`src/rtl/mii_rx_framer.sv`:
```
// MII/GMII receive framer: oversamples the PHY pins in the clk domain, strips the
// preamble and SFD, assembles bytes, extracts the Ethernet header and keeps frame statistics.
module mii_rx_framer #(
  parameter int          DATA_W   = 4,
  parameter int          MIN_PRE  = 2,
  parameter int          MIN_LEN  = 64,
  parameter int          MAX_LEN  = 1518,
  parameter logic [47:0] MAC_ADDR = 48'h54_ff_01_21_23_24
) (
  input  logic              clk,
  input  logic              SW0,
  input  logic              mii_clk,
  input  logic              mii_en,
  input  logic [DATA_W-1:0] mii_d,
  input  logic              promisc,
  output logic [7:0]        out_data,
  output logic              out_valid,
  output logic              out_sof,
  output logic              out_eof,
  output logic              out_err,
  output logic [47:0]       hdr_dst,
  output logic [47:0]       hdr_src,
  output logic [15:0]       hdr_type,
  output logic              hdr_valid,
  output logic              addr_match,
  output logic [10:0]       frame_len,
  output logic [15:0]       frames_ok,
  output logic [15:0]       frames_bad
);

  typedef enum logic [1:0] {IDLE, PRE, DATA, DROP} state_t;

  localparam logic [7:0]  PRE_VAL   = (DATA_W == 8) ? 8'h55 : 8'h05;
  localparam logic [7:0]  SFD_VAL   = (DATA_W == 8) ? 8'hD5 : 8'h0D;
  localparam logic [7:0]  MIN_PRE_C = 8'(MIN_PRE);
  localparam logic [11:0] MIN_LEN_C = 12'(MIN_LEN);
  localparam logic [11:0] MAX_LEN_C = 12'(MAX_LEN);

  logic [1:0]        clk_sync, en_sync;
  logic [DATA_W-1:0] d_sync1, d_sync2;
  logic              clk_hist;
  logic              sample, en_s;
  logic [7:0]        d_ext, byte_in;

  state_t      state, next_state;
  logic [7:0]  pre_cnt;
  logic [11:0] byte_cnt;
  logic        phase;
  logic [3:0]  low_nib;
  logic [47:0] dst_sh, src_sh;
  logic [7:0]  type_hi;

  logic pre_start, pre_inc, pre_err, enter_data, store_low, emit, end_frame, end_err;

  // Data and enable ride the same two-stage pipeline as mii_clk so they are
  // aligned with the detected rising edge.
  // NOTE: every clocked register uses <= so all flops see pre-edge values.
  always_ff @(posedge clk or posedge SW0) begin
    if (SW0) begin
      clk_sync <= '0;
      en_sync  <= '0;
      d_sync1  <= '0;
      d_sync2  <= '0;
      clk_hist <= 1'b0;
    end else begin
      clk_sync <= {clk_sync[0], mii_clk};
      en_sync  <= {en_sync[0], mii_en};
      d_sync1  <= mii_d;
      d_sync2  <= d_sync1;
      clk_hist <= clk_sync[1];
    end
  end

  assign sample  = clk_sync[1] & ~clk_hist;
  assign en_s    = en_sync[1];
  assign d_ext   = 8'(d_sync2);
  assign byte_in = (DATA_W == 8) ? d_ext : {d_ext[3:0], low_nib};

  always_ff @(posedge clk or posedge SW0) begin
    if (SW0) state <= IDLE;
    else     state <= next_state;
  end

  // NOTE: every signal gets a default first so no path leaves one unassigned (no latches).
  always_comb begin
    next_state = state;
    pre_start  = 1'b0;
    pre_inc    = 1'b0;
    pre_err    = 1'b0;
    enter_data = 1'b0;
    store_low  = 1'b0;
    emit       = 1'b0;
    end_frame  = 1'b0;
    end_err    = 1'b0;
    if (sample) begin
      unique case (state)
        IDLE: if (en_s) begin
          if (d_ext == PRE_VAL) begin next_state = PRE;  pre_start = 1'b1; end
          else                  begin next_state = DROP; pre_err   = 1'b1; end
        end
        PRE: begin
          if (!en_s)                begin next_state = IDLE; pre_err = 1'b1; end
          else if (d_ext == PRE_VAL) pre_inc = 1'b1;
          else if (d_ext == SFD_VAL && pre_cnt >= MIN_PRE_C) begin
            next_state = DATA;
            enter_data = 1'b1;
          end else                  begin next_state = DROP; pre_err = 1'b1; end
        end
        DATA: begin
          if (!en_s) begin
            end_frame  = 1'b1;
            end_err    = (byte_cnt < MIN_LEN_C) || phase;
            next_state = IDLE;
          end else if (DATA_W == 4 && !phase) begin
            store_low = 1'b1;
          end else if (byte_cnt == MAX_LEN_C) begin
            // Byte MAX_LEN+1 is swallowed; the rest of the frame is dropped.
            end_frame  = 1'b1;
            end_err    = 1'b1;
            next_state = DROP;
          end else begin
            emit = 1'b1;
          end
        end
        DROP: if (!en_s) next_state = IDLE;
        default: next_state = IDLE;
      endcase
    end
  end

  always_ff @(posedge clk or posedge SW0) begin
    if (SW0) begin
      out_data   <= '0;
      out_valid  <= 1'b0;
      out_sof    <= 1'b0;
      out_eof    <= 1'b0;
      out_err    <= 1'b0;
      hdr_dst    <= '0;
      hdr_src    <= '0;
      hdr_type   <= '0;
      hdr_valid  <= 1'b0;
      addr_match <= 1'b0;
      frame_len  <= '0;
      frames_ok  <= '0;
      frames_bad <= '0;
      pre_cnt    <= '0;
      byte_cnt   <= '0;
      phase      <= 1'b0;
      low_nib    <= '0;
      dst_sh     <= '0;
      src_sh     <= '0;
      type_hi    <= '0;
    end else begin
      out_valid <= emit;
      out_sof   <= emit && (byte_cnt == 12'd0);
      out_eof   <= end_frame;
      out_err   <= end_frame && end_err;
      hdr_valid <= emit && (byte_cnt == 12'd13);

      if (pre_start)                     pre_cnt <= 8'd1;
      else if (pre_inc && pre_cnt != '1) pre_cnt <= pre_cnt + 8'd1;

      if (enter_data) begin
        byte_cnt <= '0;
        phase    <= 1'b0;
      end
      if (store_low) begin
        low_nib <= d_ext[3:0];
        phase   <= 1'b1;
      end

      if (emit) begin
        out_data <= byte_in;
        phase    <= 1'b0;
        byte_cnt <= byte_cnt + 12'd1;
        // Header shadows keep the published fields stable until the next hdr_valid.
        if (byte_cnt < 12'd6)       dst_sh  <= {dst_sh[39:0], byte_in};
        else if (byte_cnt < 12'd12) src_sh  <= {src_sh[39:0], byte_in};
        else if (byte_cnt == 12'd12) type_hi <= byte_in;
        else if (byte_cnt == 12'd13) begin
          hdr_dst    <= dst_sh;
          hdr_src    <= src_sh;
          hdr_type   <= {type_hi, byte_in};
          addr_match <= promisc || (dst_sh == MAC_ADDR) || (dst_sh == 48'hFFFF_FFFF_FFFF);
        end
      end

      if (end_frame) begin
        frame_len <= (byte_cnt > 12'd2047) ? 11'h7FF : byte_cnt[10:0];
        if (!end_err && frames_ok != '1) frames_ok <= frames_ok + 16'd1;
      end
      if (((end_frame && end_err) || pre_err) && frames_bad != '1)
        frames_bad <= frames_bad + 16'd1;
    end
  end

endmodule

```
`config.mk`:
```
export PLATFORM = sky130hd
export DESIGN_NAME = mii_rx_framer
export DESIGN_NICKNAME = d
export VERILOG_FILES = /design/src/rtl/mii_rx_framer.sv
export SDC_FILE = /design/constraint.sdc
export NUM_CORES = 1
export LEC_CHECK = 0
export CORE_UTILIZATION = 40
export CTS_BUF_LIST = sky130_fd_sc_hd__clkbuf_8 sky130_fd_sc_hd__clkbuf_16
export DETAILED_ROUTE_END_ITERATION = 10
export GPL_ROUTABILITY_DRIVEN = 0
export SYNTH_ARGS = -nofsm -noshare
export SYNTH_HDL_FRONTEND = slang
export SYNTH_SLANG_ARGS = --single-unit
```
`constraint.sdc`:
```
create_clock -name clk -period 14.2 [get_ports clk]
set_clock_uncertainty 0.2 [all_clocks]
set_input_delay 4.26 -clock clk [delete_from_list [all_inputs] [get_ports clk]]
set_output_delay 4.26 -clock clk [all_outputs]
set_load 0.03 [all_outputs]
```
Word level (Yosys, flattened, before mapping) --
Index checks and enable logic that the tools add are counted.
Storage, ports and cells: RAM bits 0, bits of input ports 9, latch bits 0, memories 0, bits in registers 313, bits in read-only memories 0
Operators by class: reduce and logical (&&, ||, !) cells 23, shift-type cells 0, add/subtract/negate cells 4, divide/modulo/power cells 0, order comparisons 5, mux-type cells 53, multipliers 0, eq/ne operators 18, bitwise gates (word level) 5
Operators by type and width (number):
- $eq 48x47->1 const B | 1
- $eq 48x48->1 const B | 1
- $mux 1 | 38
- $add 16x1->16 const B | 2
- $ne 16x16->1 const B | 2
- $eq 12x4->1 const B | 2
- $mux 12 | 2
- $mux 2 | 8
- $mux 8 | 2
- $add 12x1->12 const B | 1
- $eq 12x11->1 const B | 1
- $gt 12x11->1 const B | 1
- $logic_not 12->1 | 1
- $lt 12x3->1 const B | 1
- $lt 12x4->1 const B | 1
- $lt 12x7->1 const B | 1
- $mux 11 | 1
- $ne 3x3->1 const B | 3
- $add 8x1->8 const B | 1
- $ge 8x2->1 const B | 1
- $ne 8x8->1 const B | 1
- $pmux 2 s4 | 1
- $logic_and 1x1->1 | 7
- $reduce_and 6->1 | 1
- other kinds (17) | 27

Depth between registers and ports, before layout --
Gate-level depths: netlist of the first run.
depth after elaboration 10, depth in mapped cells 9

Worst setup path after synthesis of the first run --
No wires, ideal clock.
kind reg-to-output, start register frames_bad[0], end output port frames_bad[0], data required time 9.740 ns, arrival time 0.541 ns, cell stages (with the launch flop) 1, setup slack 9.199 ns, cells stage by stage dfrtp_1
RTL lines:
- start, declared | RTL line 28 | output logic [15:0] frames_bad
- start signal, assigned | RTL line 193 | frames_bad <= frames_bad + 16'd1;
No word-level cell between the ends.

==> metrics.txt, run 1 <==
vias in the first global route 7809; root buffer cell clkbuf_16; Clock Path Buffers 3; number of DRC markers in iteration 0 311; CTS tree yes; P_leak ~0.0076 uW; PortBufs 177; Synth Area in Compound Gates 0.0286; unrepaired setup endpoints after global routing false; Final WS setup 7.36 ns; Reg2Reg Depth 7; I/O Pins around 180; Most common cell on crit path buf_4; nets 1097; post-synthesis mux area share 0.210; FP Rows 64; FFs w/ async S/R, synth 1.00; number of flops mapped to enable cells by yosys 0; Max Cap Viol 0; critical path, cell by cell clkdlybuf4s50_1, inv_8, buf_4, buf_4; final setup fails 0; Die W 180 um; Post-Synth XOR/XNOR Area 0.0227; Post-synth top flop dfrtp_1; clock buffer count from CTS 36; DRT Pass-1 Iters 4; startpoint types primary input; yosys warns 0; Post-Synth Simple-Gate Area 0.0897; drt via density 5.13; initial antenna violation count 0; placed cell count 1438; Fmax achieved 146 MHz; most instantiated library cell after synthesis dfrtp_1; H-tree lvl count 2; core area 31000 um^2; slowest CP cell buf_4; Clock transition at path regs 0.06 ns; via count about 7700; Pwr Density 132 nW/um^2; drt total wl 26100 um; gr usage total 0.166; Worst Setup End Kind async pin; crit path time final 6.84 ns; hold_ws 0.146 ns; hold depth 0; register bit total from synthesis 313; Final Hold Viols 0; crit share post-route 0.482; most frequent cells after synthesis 313 x dfrtp_1, 162 x mux2_2, 69 x mux2_1, 48 x nand2_1, 28 x nand4_1; CTS Hold Bufs 0; DR DRC count 0; WP data required around 14 ns; largest family of logic cells by synthesized area multiplexers; Syn Nets 913; Worst-Skew Late Latency between 0.5 and 0.6 ns; wire per inst roughly 17 um; setup repair bufs after CTS 0; ANT nets after route 0; relative slew slack 0.301; worst setup path category in2async; area of the multi-input gates 4580 um^2; Avg Synthesized Cell Area ~14 um^2; FF/Latch Area between 7000 and 8000 um^2; Total Neg Setup Slack 0 ns; fin cells 1500; Initial Util 0.411; fillers between 2000 and 3000; area share of the largest cell type after synthesis 0.615; Yosys cell types 57; Slew Limit Fails 0; diode count 0; Layout Utilization 0.514; Post-Place Setup Slack approximately 6.6 ns; area delta synth->final 25.1%; pin count of the biggest net entering global routing between 100 and 150; Worst Path Arrival around 7.1 ns; Hold Path Class reg2reg; share of cells above drive strength 1 0.215; detailed placement HPWL 17000 um; Max FO, Critical Path approximately 100; Cells after Synth 896; CTS resizes 0; leading post-synthesis cells by cell area dfrtp_1 62%, mux2_2 14%, mux2_1 6.1%; synthesized area 12700 um^2; clock sinks 313; Die Y 180 um; worst slew pin tran 1.05 ns; post-synthesis sequential area ratio 0.615; CP max stage delay 0.90 ns; Yosys top cell by area dfrtp_1; outcome complete, no violations; first-pass GRT wire length approximately 44000 um; die area about 33000 um^2; VDD IR max 113 uV; adder-cell area share of the yosys netlist 0.00786; grt total ovfl 0
## worst paths after layout
kind	startpoint	to	slack, ns
min in group asynchronous	SW0	frame_len[0]$_DFFE_PP0P_	4.07
max reg2reg	state[0]$_DFFE_PP0P_	hdr_src[41]$_DFFE_PP0P_	10.29
max	SW0	hdr_src[2]$_DFFE_PP0P_	7.36
max in group clk	frames_ok[6]$_DFFE_PP0P_	frames_ok[6]	7.96
min	d_sync1[0]$_DFF_PP0_	d_sync2[0]$_DFF_PP0_	0.15
min reg2reg	d_sync1[0]$_DFF_PP0_	d_sync2[0]$_DFF_PP0_	0.15
## state kept, by name, summed over array words and instances (netlist names), 12 cells and up
register    cells
dst_sh         48
frames_ok      16
hdr_dst        48
hdr_type       16
hdr_src        48
frames_bad     16
src_sh         48
byte_cnt       12
## per-stage QoR
stage	total power, uW	cell area, um^2
finish	2100	15900
global route	2200	15900
CTS	2140	15900
detailed placement	1260	14800
global placement	1250	14800
floorplan	1160	12700
## routing by layer
metal,routed length (um),vias to the layer above,track usage
met5,0,-,0
met4,517,0,0.0475
met3,1160,45,0.0342
met2,12300,154,0.266
met1,12200,3875,0.229
li1,-,3617,-
## layout make-up
| type | instances | share of cell area |
|---|---|---|
| sequential | 313 | 0.492 |
| multi-input combinational | 529 | 0.288 |
| timing repair buffer | 185 | 0.115 |
| clock buffer | 46 | 0.0659 |
| tap | 396 | 0.0311 |
| clock inverter | 16 | 0.00463 |
| inverter | 15 | 0.00401 |
## report_power, final
part / total, uW / internal (uW) / switching (uW)
Sequential: 1030 / 951 / 81.7
Clock: 863 / 517 / 346
Combinational: 204 / 95.5 / 108
Total: 2100 / 1560 / 536
## kinds of logic after synthesis
kind of cell / count (synthesis)
AOI/OAI and AO/OA: 52
xor gates and xnor gates: 33
adders and majority gates: 8
buffers and inverters: 54
DFF: 313
muxes: 238
and+or+nand+nor: 198
## critical path: cells and delay by family
family                 cells  cell delay (ns)
buffers and inverters      4             2.73
## layout by cell type, fill, tap and decap left out, types with 3 or more instances in the layout
cell type | synthesis | final
clkbuf_8 | 0 | 9
buf_4 | 6 | 8
and2_1 | 6 | 5
nand4_1 | 28 | 28
mux2i_1 | 7 | 7
a21oi_1 | 4 | 4
clkbuf_16 | 0 | 37
nand4bb_1 | 3 | 3
clkdlybuf4s50_1 | 0 | 177
o21ai_0 | 24 | 24
ha_1 | 8 | 8
mux2_2 | 162 | 162
xnor2_1 | 15 | 15
xor2_1 | 18 | 18
nor2_1 | 24 | 24
nand2_1 | 48 | 48
dfrtp_1 | 313 | 313
and3_1 | 14 | 14
nand3_1 | 16 | 16
nor4_2 | 4 | 4
mux2_1 | 69 | 69
and4_1 | 4 | 4
nor4b_1 | 3 | 3
clkinv_2 | 0 | 4
inv_1 | 15 | 24
or4_1 | 4 | 4
nor3_1 | 17 | 17
nor4_1 | 10 | 10
o31ai_1 | 5 | 5
Power figures use the tool's default switching activity.
==> run 2: changes to the inputs <==
==> constraint.sdc (replaced) <==
create_clock -name clk -period 6.35 [get_ports clk]
set_clock_uncertainty 0.2 [all_clocks]
set_input_delay 1.905 -clock clk [delete_from_list [all_inputs] [get_ports clk]]
set_output_delay 1.905 -clock clk [all_outputs]
set_load 0.03 [all_outputs]
==> metrics.txt, run 2 (synthesis gave the netlist of run 1 again) <==
CTS tree yes; outcome complete, no violations; Clock transition at path regs 0.06 ns (about the same); wire per inst 17.4 um (-0.41%); drt via density 5.12 (-0.23%); diode count 0 (unchanged); initial antenna violation count 0 (unchanged); Worst Path Buf+Inv 1 (-3); Die W 180 um (unchanged); number of DRC markers in iteration 0 399 (+28%); setup repair bufs after CTS 0 (unchanged); first-pass GRT wire length 43500 um (-0.39%); Initial Util 0.411 (unchanged); placed cell count 1437 (-0.070%); VDD IR max 238 uV (+110%); P_leak 0.00756 uW (-0.17%); share of cells above drive strength 1 0.208 (-0.00649); DR DRC count 0 (unchanged); gr usage total 0.165 (-0.00174); detailed placement HPWL 16800 um (-1.3%); crit share post-route 0.610; CP max stage delay 0.74 ns (-0.16 ns); Total Power 4640 uW (+120%); slowest CP cell clkdlybuf4s50_1; PortBufs 177 (unchanged); crit path time final 3.87 ns; fin cells 1496 (-0.27%); dpl cell area 14800 um^2 (+0.18%); Finished Cell Area 15900 um^2 (-0.15%); FP Rows 64 (unchanged); drt total wl 26000 um (-0.68%); Fmax achieved 258 MHz; Slew Limit Fails 0 (unchanged); final setup fails 0 (unchanged); startpoint types flip-flop; Final Hold Viols 0 (unchanged); critical path, cell by cell clkdlybuf4s50_1; ANT nets after route 0 (unchanged); via count 7653 (-0.49%); Die Y 180 um (unchanged); FF/Latch Area 7830 um^2 (unchanged); core area 31000 um^2 (unchanged); Worst Path Arrival 1.77 ns (-5.34 ns); Max FO, Critical Path 10 (-90%); area of the multi-input gates 4580 um^2 (unchanged); Hold Path Class reg2reg; fillers 2708 (+0.97%); vias in the first global route 7880 (+0.91%); root buffer cell clkbuf_16; Worst Setup End Kind primary output; Total Neg Setup Slack 0 ns (unchanged); commonest non-fill, non-tap cell in the layout dfrtp_1; pin count of the biggest net entering global routing 147 (+44%); DRT Pass-1 Iters 4 (unchanged); Top delay family on crit path buffers and inverters; Max Cap Viol 0 (unchanged); relative slew slack 0.361 (+0.0600); most frequent cells in the layout 313 x dfrtp_1, 177 x clkdlybuf4s50_1, 162 x mux2_2; nets 1095 (-0.18%); die area 32500 um^2 (unchanged); clock sinks 313 (unchanged); Worst-Skew Late Latency 0.51 ns (about the same); worst setup path category reg2out; I/O Pins 178 (unchanged); unrepaired setup endpoints after global routing false; grt total ovfl 0 (unchanged); CTS resizes 0 (unchanged); Pwr Density 292 nW/um^2 (+120%); area delta synth->final 24.9%; worst slew pin tran 0.946 ns (-0.103 ns); CTS Hold Bufs 0 (unchanged); WP data required 4.24 ns (-10.23 ns); clock buffer count from CTS 35 (-2.8%); Clock Path Buffers 3 (unchanged); H-tree lvl count 2 (unchanged)
==> run 2: changes by cell type in the layout (fill, tap and decap cells not counted), moves of 2 or more <==
cell,delta
clkbuf_8,-5
inv_1,+4
buf_4,-4
buf_12,+3
clkinv_2,-2
==> run 2: worst paths after layout <==
path / end / start / slack, ns / cells past startpoint
worst max-delay path: frames_ok[6] / frames_ok[6]$_DFFE_PP0P_ / 2.48 / 1
worst min-delay path: d_sync2[1]$_DFF_PP0_ / d_sync1[1]$_DFF_PP0_ / 0.15 / 0
worst max register to register: hdr_src[4]$_DFFE_PP0P_ / state[0]$_DFFE_PP0P_ / 2.78 / 6
worst min register to register: d_sync2[1]$_DFF_PP0_ / d_sync1[1]$_DFF_PP0_ / 0.15 / 0
max in group asynchronous: hdr_src[18]$_DFFE_PP0P_ / SW0 / 3.00 / 3
min in group asynchronous: hdr_dst[22]$_DFFE_PP0P_ / SW0 / 1.68 / 2
==> run 2: layout make-up <==
| type | instances | area share |
|---|---|---|
| inverter | 15 | 0.00378 |
| sequential | 313 | 0.492 |
| tap | 396 | 0.0311 |
| clock inverter | 19 | 0.00739 |
| multi-input combinational | 529 | 0.288 |
| timing repair buffer | 184 | 0.117 |
| clock buffer | 40 | 0.0601 |
==> run 2: report_power, final <==
group	switching [uW]	total, uW	internal, uW
logic	245	461	216
clock network	764	1870	1110
registers	183	2310	2130
total	1190	4640	3450
==> run 2: per-layer routing <==
layer	vias up	wire, um	global-route usage	share of wire
li1	3599	-	-	-
met1	3853	12400	0.234	0.48
met2	166	11900	0.257	0.46
met3	35	1170	0.0319	0.045
met4	0	496	0.0451	0.019
met5	-	0	0	0
==> run 2: metrics by stage <==
stage / utilization / hold slack (ns) / setup WS (ns)
2_1_floorplan: - / 0.131 / 0.0761
3_3_place_gp: 0.479 / 0.132 / 2.49
5_1_grt: 0.513 / 0.152 / 2.40
6_report: 0.513 / 0.147 / 2.48
3_5_place_dp: 0.479 / 0.135 / 2.48
4_1_cts: 0.513 / 0.146 / 2.46
==> run 3: changes to the inputs <==
==> constraint.sdc (replaced) <==
create_clock -name clk -period 3.4 [get_ports clk]
set_clock_uncertainty 0.2 [all_clocks]
set_input_delay 1.02 -clock clk [delete_from_list [all_inputs] [get_ports clk]]
set_output_delay 1.02 -clock clk [all_outputs]
set_load 0.03 [all_outputs]
==> metrics.txt, run 3 (synthesis gave the netlist of run 1 again) <==
drt via density 5.13 (+0.22%); final setup fails 0 (unchanged); FP Rows 64 (unchanged); Initial Util 0.411 (unchanged); root buffer cell clkbuf_16; first-pass GRT wire length 44500 um (+2.3%); P_leak 0.00769 uW (+1.8%); startpoint types flip-flop; Die W 180 um (unchanged); CTS Hold Bufs 0 (unchanged); Pwr Density 558 nW/um^2 (+91%); VDD IR max 429 uV (+80%); PortBufs 177 (unchanged); Total Power 9030 uW (+94%); FF/Latch Area 7830 um^2 (unchanged); outcome complete, no violations; via count 7767 (+1.5%); unrepaired setup endpoints after global routing false; RR Endpoint hdr_src[16]$_DFFE_PP0P_; grt total ovfl 0 (unchanged); nets 1111 (+1.5%); Worst Setup End Kind primary output; die area 32500 um^2 (unchanged); DRT Pass-1 Iters 4 (unchanged); CTS resizes 0 (unchanged); ANT nets after route 0 (unchanged); CP max stage delay 0.74 ns (about the same); Max Cap Viol 0 (unchanged); Post-Place Setup Slack 0.455 ns (-2.02 ns); Clock transition at path regs 0.06 ns (about the same); Die Y 180 um (unchanged); power share of the combinational group 0.098 (about the same); core area 31000 um^2 (unchanged); wire per inst 17.6 um (+1.5%); clock buffer count from CTS 36 (+2.9%); Int Pwr 6760 uW (+96%); worst r2r src state[0]$_DFFE_PP0P_; slowest CP cell clkdlybuf4s50_1; commonest non-fill, non-tap cell in the layout dfrtp_1; diode count 0 (unchanged); relative slew slack 0.411 (+0.0505); hold endpoint d_sync2[1]$_DFF_PP0_; Top delay family on crit path buffers and inverters; Hold Path Class reg2reg; detailed placement HPWL 17900 um (+6.5%); clock power share 0.426 (+0.022); gr usage total 0.169 (+0.00439); Worst Path Buf+Inv 1 (unchanged); CTS tree yes; Final Hold Viols 0 (unchanged); initial antenna violation count 0 (unchanged); share of cells above drive strength 1 0.227 (+0.0188); Clock Path Buffers 3 (unchanged); vias in the first global route 7934 (+0.69%); Reg2Reg Depth 7 (+1); Fmax achieved 335 MHz; GRT met2 Usage 0.268 (+0.0112); M1 GR Usage 0.237 (+0.00269); DR DRC count 0 (unchanged); worst slew pin tran 0.871 ns (-0.0747 ns); WP data required 2.18 ns (-2.06 ns); crit share post-route 0.878; Worst-Skew Late Latency 0.51 ns (about the same); P_sw 2280 uW (+91%); Most Crowded Layer GR met2; I/O Pins 178 (unchanged); Sw Ratio 0.252 (-0.00480); fillers 2641 (-2.5%); Max FO, Critical Path 10 (unchanged); drt total wl 26700 um (+2.8%); crit path time final 2.99 ns; H-tree lvl count 2 (unchanged); Slew Limit Fails 0 (unchanged); GR Util met3 0.0338 (+0.00182); critical path, cell by cell clkdlybuf4s50_1; number of DRC markers in iteration 0 323 (-19%); pin count of the biggest net entering global routing 71 (-52%); setup repair bufs after CTS 0 (unchanged); Worst Path Arrival 1.77 ns (about the same); worst hold start d_sync1[1]$_DFF_PP0_; area delta synth->final 27.2%; hold depth 0 (unchanged); most frequent cells in the layout 313 x dfrtp_1, 177 x clkdlybuf4s50_1, 162 x mux2_2; area of the multi-input gates 4580 um^2 (unchanged); sequential share of power 0.477 (-0.020); clock sinks 313 (unchanged); internal reg-to-reg setup slack 0.45 ns (-2.33 ns); Final WS setup 0.413 ns (-2.06 ns); worst setup path category reg2out
run 3: changes by cell type in the layout (fill, tap and decap cells not counted), sizes merged:
cell    previous run  this run
buf                7        22
clkbuf            40        45
bufinv             1         3
inv               29        24
clkinv             3         5
run 3: how the worst max path moves through the flow:
| stage | start | end | slack [ns] | cells past startpoint |
|---|---|---|---|---|
| after floorplan | SW0 | addr_match$_DFFE_PP0P_ | -1.99 | 1 |
| after global routing | state[0]$_DFFE_PP0P_ | hdr_src[16]$_DFFE_PP0P_ | 0.24 | 7 |
| final | frames_ok[6]$_DFFE_PP0P_ | frames_ok[6] | 0.41 | 1 |
| after CTS | frames_ok[6]$_DFFE_PP0P_ | frames_ok[6] | 0.38 | 1 |
| after global placement | state[0]$_DFFE_PP0P_ | hdr_src[37]$_DFFE_PP0P_ | 0.53 | 7 |
| after detailed placement | state[0]$_DFFE_PP0P_ | hdr_src[10]$_DFFE_PP0P_ | 0.46 | 7 |
run 3: area by class of cell:
cell class	count	share of cell area
Clock buffer	45	0.0640
Clock inverter	18	0.0100
Tap cell	396	0.0306
Multi-Input combinational cell	529	0.283
Timing Repair Buffer	199	0.125
Inverter	15	0.00371
Sequential cell	313	0.484
run 3: power by group through the flow:
stage / Clock (uW) / Sequential [uW] / Combinational, uW
6_report: 3840 / 4310 / 882
5_1_grt: 4130 / 4350 / 966
4_1_cts: 3970 / 4320 / 899
3_5_place_dp: 0 / 4380 / 893
3_3_place_gp: 0 / 4370 / 884
2_1_floorplan: 0 / 4390 / 449
run 3: metrics by stage:
stage | cell area, um^2 | util | hold slack [ns] | cells | setup TNS [ns]
detailed placement | 15000 | 0.484 | 0.135 | 1452 | 0
global route | 16200 | 0.523 | 0.153 | 1515 | 0
finish | 16200 | 0.523 | 0.145 | 1515 | 0
CTS | 16200 | 0.523 | 0.148 | 1515 | 0
global placement | 15000 | 0.484 | 0.133 | 1452 | 0
floorplan | 12700 | - | 0.131 | 896 | -622.52
run 3: metal layers:
layer  wire [um]  share of wire
met5           0              0
met4         531          0.020
met3        1260          0.047
met2       12500           0.47
met1       12400           0.46
